$ cat src/rtl/data_bus_arbiter.sv
// Two-master data-bus arbiter: m0 has fixed priority, m1 is forced through after STARVE_LIMIT lost arbitrations.
// Define ARB_PERF_CNT_EN to build the per-master grant counters; otherwise the counter ports read as zero.
module data_bus_arbiter #(
  parameter int DATA_WIDTH   = 32,
  parameter int ADDR_WIDTH   = 32,
  parameter int STARVE_LIMIT = 4
) (
  input  logic                  clk,
  input  logic                  rst,
  input  logic                  m0_req,
  input  logic                  m0_we,
  input  logic [ADDR_WIDTH-1:0] m0_addr,
  input  logic [DATA_WIDTH-1:0] m0_wdata,
  input  logic [3:0]            m0_be,
  output logic                  m0_ack,
  output logic [DATA_WIDTH-1:0] m0_rdata,
  input  logic                  m1_req,
  input  logic                  m1_we,
  input  logic [ADDR_WIDTH-1:0] m1_addr,
  input  logic [DATA_WIDTH-1:0] m1_wdata,
  input  logic [3:0]            m1_be,
  output logic                  m1_ack,
  output logic [DATA_WIDTH-1:0] m1_rdata,
  output logic [ADDR_WIDTH-1:0] mem_addr,
  output logic [DATA_WIDTH-1:0] mem_wdata,
  output logic [3:0]            mem_be,
  output logic                  mem_wr_en,
  output logic                  mem_rd_en,
  input  logic [DATA_WIDTH-1:0] mem_rdata,
  output logic [31:0]           m0_grant_cnt,
  output logic [31:0]           m1_grant_cnt
);

  localparam int SW = (STARVE_LIMIT < 1) ? 1 : $clog2(STARVE_LIMIT + 1);
  localparam logic [SW-1:0] LIMIT_W = SW'(STARVE_LIMIT);

  typedef enum logic [1:0] {
    IDLE   = 2'd0,
    ACCESS = 2'd1,
    RESP   = 2'd2
  } state_e;

  state_e        state_q;
  logic          gnt_m1_q;
  logic [SW-1:0] starve_q;
  logic [SW-1:0] starve_d;
  logic          any_req_s;
  logic          win_m1_s;

  // Arbitration winner and next starvation count, meaningful only while IDLE.
  always_comb begin
    any_req_s = m0_req | m1_req;
    win_m1_s  = 1'b0;
    starve_d  = starve_q;
    if (m1_req && !m0_req) begin
      win_m1_s = 1'b1;
    end else if (m1_req && m0_req && (STARVE_LIMIT != 0) && (starve_q >= LIMIT_W)) begin
      win_m1_s = 1'b1;
    end else begin
      win_m1_s = 1'b0;
    end
    if (!m1_req || win_m1_s) begin
      starve_d = {SW{1'b0}};
    end else if (m0_req) begin
      starve_d = (starve_q >= LIMIT_W) ? starve_q : starve_q + SW'(1);
    end else begin
      starve_d = starve_q;
    end
  end

  // Transaction FSM; every bus-facing output is a flop so reset clears it immediately.
  always_ff @(posedge clk or negedge rst) begin
    if (!rst) begin
      state_q   <= IDLE;
      gnt_m1_q  <= 1'b0;
      starve_q  <= {SW{1'b0}};
      m0_ack    <= 1'b0;
      m1_ack    <= 1'b0;
      m0_rdata  <= {DATA_WIDTH{1'b0}};
      m1_rdata  <= {DATA_WIDTH{1'b0}};
      mem_addr  <= {ADDR_WIDTH{1'b0}};
      mem_wdata <= {DATA_WIDTH{1'b0}};
      mem_be    <= 4'd0;
      mem_wr_en <= 1'b0;
      mem_rd_en <= 1'b0;
    end else begin
      case (state_q)
        IDLE: begin
          m0_ack   <= 1'b0;
          m1_ack   <= 1'b0;
          starve_q <= starve_d;
          if (any_req_s) begin
            gnt_m1_q  <= win_m1_s;
            mem_addr  <= win_m1_s ? m1_addr  : m0_addr;
            mem_wdata <= win_m1_s ? m1_wdata : m0_wdata;
            mem_be    <= win_m1_s ? m1_be    : m0_be;
            mem_wr_en <= win_m1_s ? m1_we    : m0_we;
            mem_rd_en <= win_m1_s ? !m1_we   : !m0_we;
            state_q   <= ACCESS;
          end else begin
            state_q   <= IDLE;
          end
        end
        ACCESS: begin
          if (mem_rd_en && gnt_m1_q) begin
            m1_rdata <= mem_rdata;
          end else if (mem_rd_en) begin
            m0_rdata <= mem_rdata;
          end
          m0_ack    <= !gnt_m1_q;
          m1_ack    <= gnt_m1_q;
          mem_addr  <= {ADDR_WIDTH{1'b0}};
          mem_wdata <= {DATA_WIDTH{1'b0}};
          mem_be    <= 4'd0;
          mem_wr_en <= 1'b0;
          mem_rd_en <= 1'b0;
          state_q   <= RESP;
        end
        RESP: begin
          m0_ack  <= 1'b0;
          m1_ack  <= 1'b0;
          state_q <= IDLE;
        end
        default: begin
          m0_ack    <= 1'b0;
          m1_ack    <= 1'b0;
          mem_addr  <= {ADDR_WIDTH{1'b0}};
          mem_wdata <= {DATA_WIDTH{1'b0}};
          mem_be    <= 4'd0;
          mem_wr_en <= 1'b0;
          mem_rd_en <= 1'b0;
          state_q   <= IDLE;
        end
      endcase
    end
  end

`ifdef ARB_PERF_CNT_EN
  logic [31:0] m0_cnt_q;
  logic [31:0] m1_cnt_q;

  // Grant counters advance on the IDLE->ACCESS edge and wrap naturally.
  always_ff @(posedge clk or negedge rst) begin
    if (!rst) begin
      m0_cnt_q <= 32'd0;
      m1_cnt_q <= 32'd0;
    end else if ((state_q == IDLE) && any_req_s) begin
      if (win_m1_s) begin
        m1_cnt_q <= m1_cnt_q + 32'd1;
      end else begin
        m0_cnt_q <= m0_cnt_q + 32'd1;
      end
    end
  end

  assign m0_grant_cnt = m0_cnt_q;
  assign m1_grant_cnt = m1_cnt_q;
`else
  assign m0_grant_cnt = 32'd0;
  assign m1_grant_cnt = 32'd0;
`endif

endmodule

$ cat config.mk
export PLATFORM = sky130hd
export DESIGN_NAME = data_bus_arbiter
export DESIGN_NICKNAME = d
export VERILOG_FILES = /design/src/rtl/data_bus_arbiter.sv
export SDC_FILE = /design/constraint.sdc
export NUM_CORES = 1
export LEC_CHECK = 0
export CAP_MARGIN = 10
export CORE_ASPECT_RATIO = 2
export CORE_MARGIN = 5
export CORE_UTILIZATION = 35
export DETAILED_ROUTE_END_ITERATION = 16
export HOLD_SLACK_MARGIN = 0.06
export PLACE_DENSITY_LB_ADDON = 0.2
export REMOVE_ABC_BUFFERS = 1
export SLEW_MARGIN = 20
export SYNTH_ARGS = -nofsm -noshare
export SYNTH_HDL_FRONTEND = slang
export SYNTH_SLANG_ARGS = --single-unit
$ cat constraint.sdc
create_clock -name clk -period 1.5 [get_ports clk]
set_input_delay 0.3 -clock clk [delete_from_list [all_inputs] [get_ports clk]]
set_output_delay 0.3 -clock clk [all_outputs]
set_load 0.02 [all_outputs]
# Word-level counts from Yosys, hierarchy flattened
# Cells that the tools add are included.
totals:
  output_inout_bits: 200
  inputBits: 174
  register_bits: 142
op_classes:
  addsub: 1
  order_cmp: 1
  eq_ne: 4
  bitwise_logic: 3
  reduce_logical: 17
  mux: 24
op_table:
  columns: ["cell", "count"]
  rows:
  - ["32-bit 2-to-1 mux", 4]
  - ["32-bit case mux with 2 select lines", 2]
  - ["1-bit 2-to-1 mux", 9]
  - ["3-bit 2-to-1 mux", 3]
  - ["4-bit 2-to-1 mux", 2]
  - ["4-bit case mux with 2 select lines", 1]
  - ["2-bit AND reduction", 3]
  - ["3-bit AND reduction", 2]
  - ["1-bit zero test", 5]
  - ["1-bit logical AND", 4]
  - ["2-bit inequality test (second input constant)", 2]
  - ["1-bit case mux with 2 select lines", 2]
  - ["2-bit case mux with 2 select lines", 1]
  - ["3-bit by 1-bit adder with 3-bit output (second input constant)", 1]
  - ["3-bit greater-or-equal comparator (second input constant)", 1]
  - ["2-bit by 1-bit equality test with 1-bit output (second input constant)", 1]
  - ["2-bit equality test (second input constant)", 1]
  - ["2-bit zero test", 1]
  - ["1-bit NOT", 2]
  - ["2-bit nonzero test", 1]
  - ["1-bit logical OR", 1]
  - ["1-bit bitwise OR", 1]

# Logic depth before layout (Yosys ltp)
depth:
  depth_word: 7
  depth_mapped: 7
  ltp_nobuf: 3

# Worst setup path after synthesis
# Ideal clock, no wire load.
synth_timing:
  path_kind: "register -> register"
  startpoint: "register starve_q[2]"
  endpoint: "register mem_addr[19]"
  synth_period_minus_slack_ns: 1.514
  setup_ns: 0.126
  t_required_ns: 1.374
  n_path_buf: 3
  arrival_time_ns: 1.388
  path_stages_with_launch: 7
  setup_slack_ns: -0.014
  path_cell_list: "dfrtp_1 > nand2b_2 > and3_1 > buf_6 > buf_6 > buf_6 > a221o_1"
synth_via:
  elab_chain_len: 7
synth_rtl:
  columns: ["element", "line_no", "source"]
  rows:
  - ["start, declared", "45", "logic [SW-1:0] starve_q;"]
  - ["start signal, assigned", "76", "starve_q <= {SW{1'b0}};"]
  - ["start signal, assigned", "91", "starve_q <= starve_d;"]
  - ["3-bit greater-or-equal comparator", "57", "end else if (m1_req && m0_req && (STARVE_LIMIT != 0) && (starve_q >= LIMIT_W)) begin"]
  - ["1-bit logical AND", "57", null]
  - ["1-bit 2-to-1 mux", "57", null]
  - ["1-bit 2-to-1 mux", "55", "if (m1_req && !m0_req) begin"]
  - ["32-bit 2-to-1 mux", "94", "mem_addr <= win_m1_s ? m1_addr : m0_addr;"]
  - ["32-bit 2-to-1 mux", "92", "if (any_req_s) begin"]
  - ["32-bit case mux with 2 select lines", "87", "case (state_q)"]
  - ["end signal, assigned", "81", "mem_addr <= {ADDR_WIDTH{1'b0}};"]
  - ["end signal, assigned", "94", null]
  - ["end signal, assigned", "112", "mem_addr <= {ADDR_WIDTH{1'b0}};"]
  - ["end, declared", "24", "output logic [ADDR_WIDTH-1:0] mem_addr,"]
# No other way between the ends. The select of a mux whose other input is x is not followed.
# A chain may end at the register's enable or synchronous reset.

# Worst setup path after layout
layout_timing:
  startpoint: "register state_q[1]"
  endpoint: "register m0_rdata[29]"
layout_via:
  elab_chain_len: 2
layout_rtl:
  columns: ["element", "line_no", "source"]
  rows:
  - ["start, declared", "43", "state_e state_q;"]
  - ["start signal, assigned", "74", "state_q <= IDLE;"]
  - ["start signal, assigned", "99", "state_q <= ACCESS;"]
  - ["start signal, assigned", "101", "state_q <= IDLE;"]
  - ["2-bit by 1-bit equality test with 1-bit output", "87", null]
  - ["3-bit AND reduction (no source line)", null, null]
  - ["end signal, assigned", "79", "m0_rdata <= {DATA_WIDTH{1'b0}};"]
  - ["end signal, assigned", "108", "m0_rdata <= mem_rdata;"]
  - ["end, declared", "16", "output logic [DATA_WIDTH-1:0] m0_rdata,"]
# No other way between the ends.

==> reports/results.ini <==
[synth]
ys_top_cells_by_area = dfrtp_1, a221o_1, nor3b_1
synth_commonest_cells = dfrtp_1, nor3b_1, a221o_1
synth_edf_count = 0
synth_cell_type_count = 34
avgSynthCellArea_um2 = 13.6
synth_area_leader_cell = dfrtp_1
yosys_warnings = 0
seq_area_frac_synth_pct = 54.2
synth_most_common_cell = dfrtp_1
netlist.area_leader.share_pct = 54.2
synthFlopType = dfrtp_1
ys_async_sr_fraction_pct = 100
ys_seq_elements = 142
synth_cells = 481
syn-cell-area_um2 = 6550

[global_routing]
grt_overflow = 0
grt_pass1_vias = 5850
grt_pass1_wl_um = 33700
track_usage_pct = 20.4
grt_max_degree = 46
grt_antenna_before_repair = 2

[sta]
grt_setup_unrepaired = yes
maxSlewViolCount = 0
hold_ws_ps = 378
setup_tns_ps = -628
min_period_ps = 1540
fmax_mhz = 651
setup_slack_ps = -36.2
finalClockSkew_ps = 7.80
finalHoldViolations = 0
min_period_over_period_pct = 102
final-setup-viol-count = 38

[place]
numPortBuffers = 309
placed_cells = 993
post_dp_cell_area_um2 = 9750
post-dp-hpwl_um = 17000
pre_cts_slack_ps = -333
gp_congestion = 0.809

[floorplan]
io_pins = 374
fp-row-count = 70
die_area_um2 = 21700
start_util_pct = 35.6
die_w_um = 107
die_h_um = 203
coreArea_um2 = 18400

[outcome]
status = complete, but fails checks
violations = setup timing

[setup_path]
critPathCaptureType = flop
r2r_slack_ps = -40
start_kind = flop
crit_type = flop to flop
critPathBufInv = 1
critPathMaxStageDelay_ps = 400
critPathMaxFanout = 19
critPathRequiredTime_ps = 1800
path_cells = and2b_4, and3_4, buf_12, mux2_4
cpMaxStageDelayCell = dfrtp_1
cp_top_family = simple AND/OR/NAND/NOR gates
arrival_ps = 1830

[detailed_routing]
wl_um = 22700
wl_per_cell_um = 22.1
drc = 0
postRouteAntennaNets = 0
viasPerCell = 5.03
vias = 5175
drt_iter0_markers = 145
first_pass_iters = 4

[cts]
cts_max_level = 4
clk_latency_ps = 420
cts_num_sinks = 142
numCtsBuffers = 17
cts_tree = yes
cts-root-buf = clkbuf_16
cts_setup_buffers = 0
cts_buffer_depth = 2
clk_pin_slew_worst_paths_ps = 60

[flow_run]
drv_cap = 0

[final_layout]
stdcell_area_um2 = 10400
fin_nets = 974
drive_gt1_share_pct = 16.3
stdcell_count = 1029
post-route-util_pct = 56.5
area_growth_pct = 58.7

[hold_path]
hold_class = input pin to asynchronous set/reset pin

[power]
finalPower_mw = 20.9
p_per_area_nw_per_um2 = 2010
power.leakage_nw = 4.90
max-vdd-ir-drop_mv = 0.757

## where the power goes
group / switching, mW / internal [mW]
registers: 0.963 / 5.63
logic: 5.34 / 4.78
clock network: 1.60 / 2.56
## repair_timing
action | in CTS | in global routing
hold buffers | 1 | 0
gates resized for setup | 155 | 31
cloned | 1 | 1
endpoints found under the hold margin | 31 | 0
endpoints found under the setup margin | 258 | 129
## cell families (layout without fill, tap and decap cells)
family	Yosys count	count (layout)	synth area share (%)
mux	64	64	12.7
flops	142	142	54.2
fa+ha+maj	1	1	0.191
buf+inv	106	373	11.5
compound gates	77	77	11.5
other cells	1	66	0.0572
simple gates	90	90	9.82
## placed cells by master (no fill, tap or decap), types with 3 or more instances in the layout
master,n
clkdlybuf4s50_1,172
dfrtp_1,140
dlygate4sd2_1,128
nor3b_1,69
a221o_1,68
conb_1,64
mux2_4,57
clkbuf_16,18
buf_4,12
buf_12,10
mux2_1,7
clkdlybuf4s15_1,7
clkinv_2,5
buf_6,5
nand2_1,4
clkinvlp_4,3
clkbuf_8,3
## path summary, 6_finish.rpt
kind                         startpoint      endpoint  depth (start not counted)
max reg2reg                  state_q[1]  m0_rdata[29]                          4
min reg2reg                m1_rdata[28]  m1_rdata[28]                          1
max in group asynchronous           rst     mem_rd_en                          3
max                          state_q[1]  m0_rdata[29]                          4
min                                 rst  m0_rdata[22]                          2
min in group clk           m1_rdata[28]  m1_rdata[28]                          1
## state kept, by name, summed over array words and instances (netlist names), 2 cells and up
name,count
mem_be,4
starve_q,3
mem_wdata,32
mem_addr,32
state_q,2
m0_rdata,32
m1_rdata,32
## layer usage
layer / share of wire (%) / up-vias / GRT usage [%]
li1: - / 2296 / -
met1: 34 / 2543 / 20.6
met2: 54 / 278 / 36.9
met3: 6.5 / 58 / 5.13
met4: 5.5 / 0 / 12.6
met5: 0 / - / 0
## cell type report
cell class | instances | area, um2
diodes | 2 | 5.00
multi-input cells | 296 | 2610
inverters | 2 | 7.51
flip-flops and latches | 142 | 3560
clock inverters | 11 | 116
repair buffers | 340 | 3360
fillers | 1626 | 8000
well taps | 216 | 270
clock buffers | 20 | 467
Note: power is estimated with default switching activity, not from simulation.
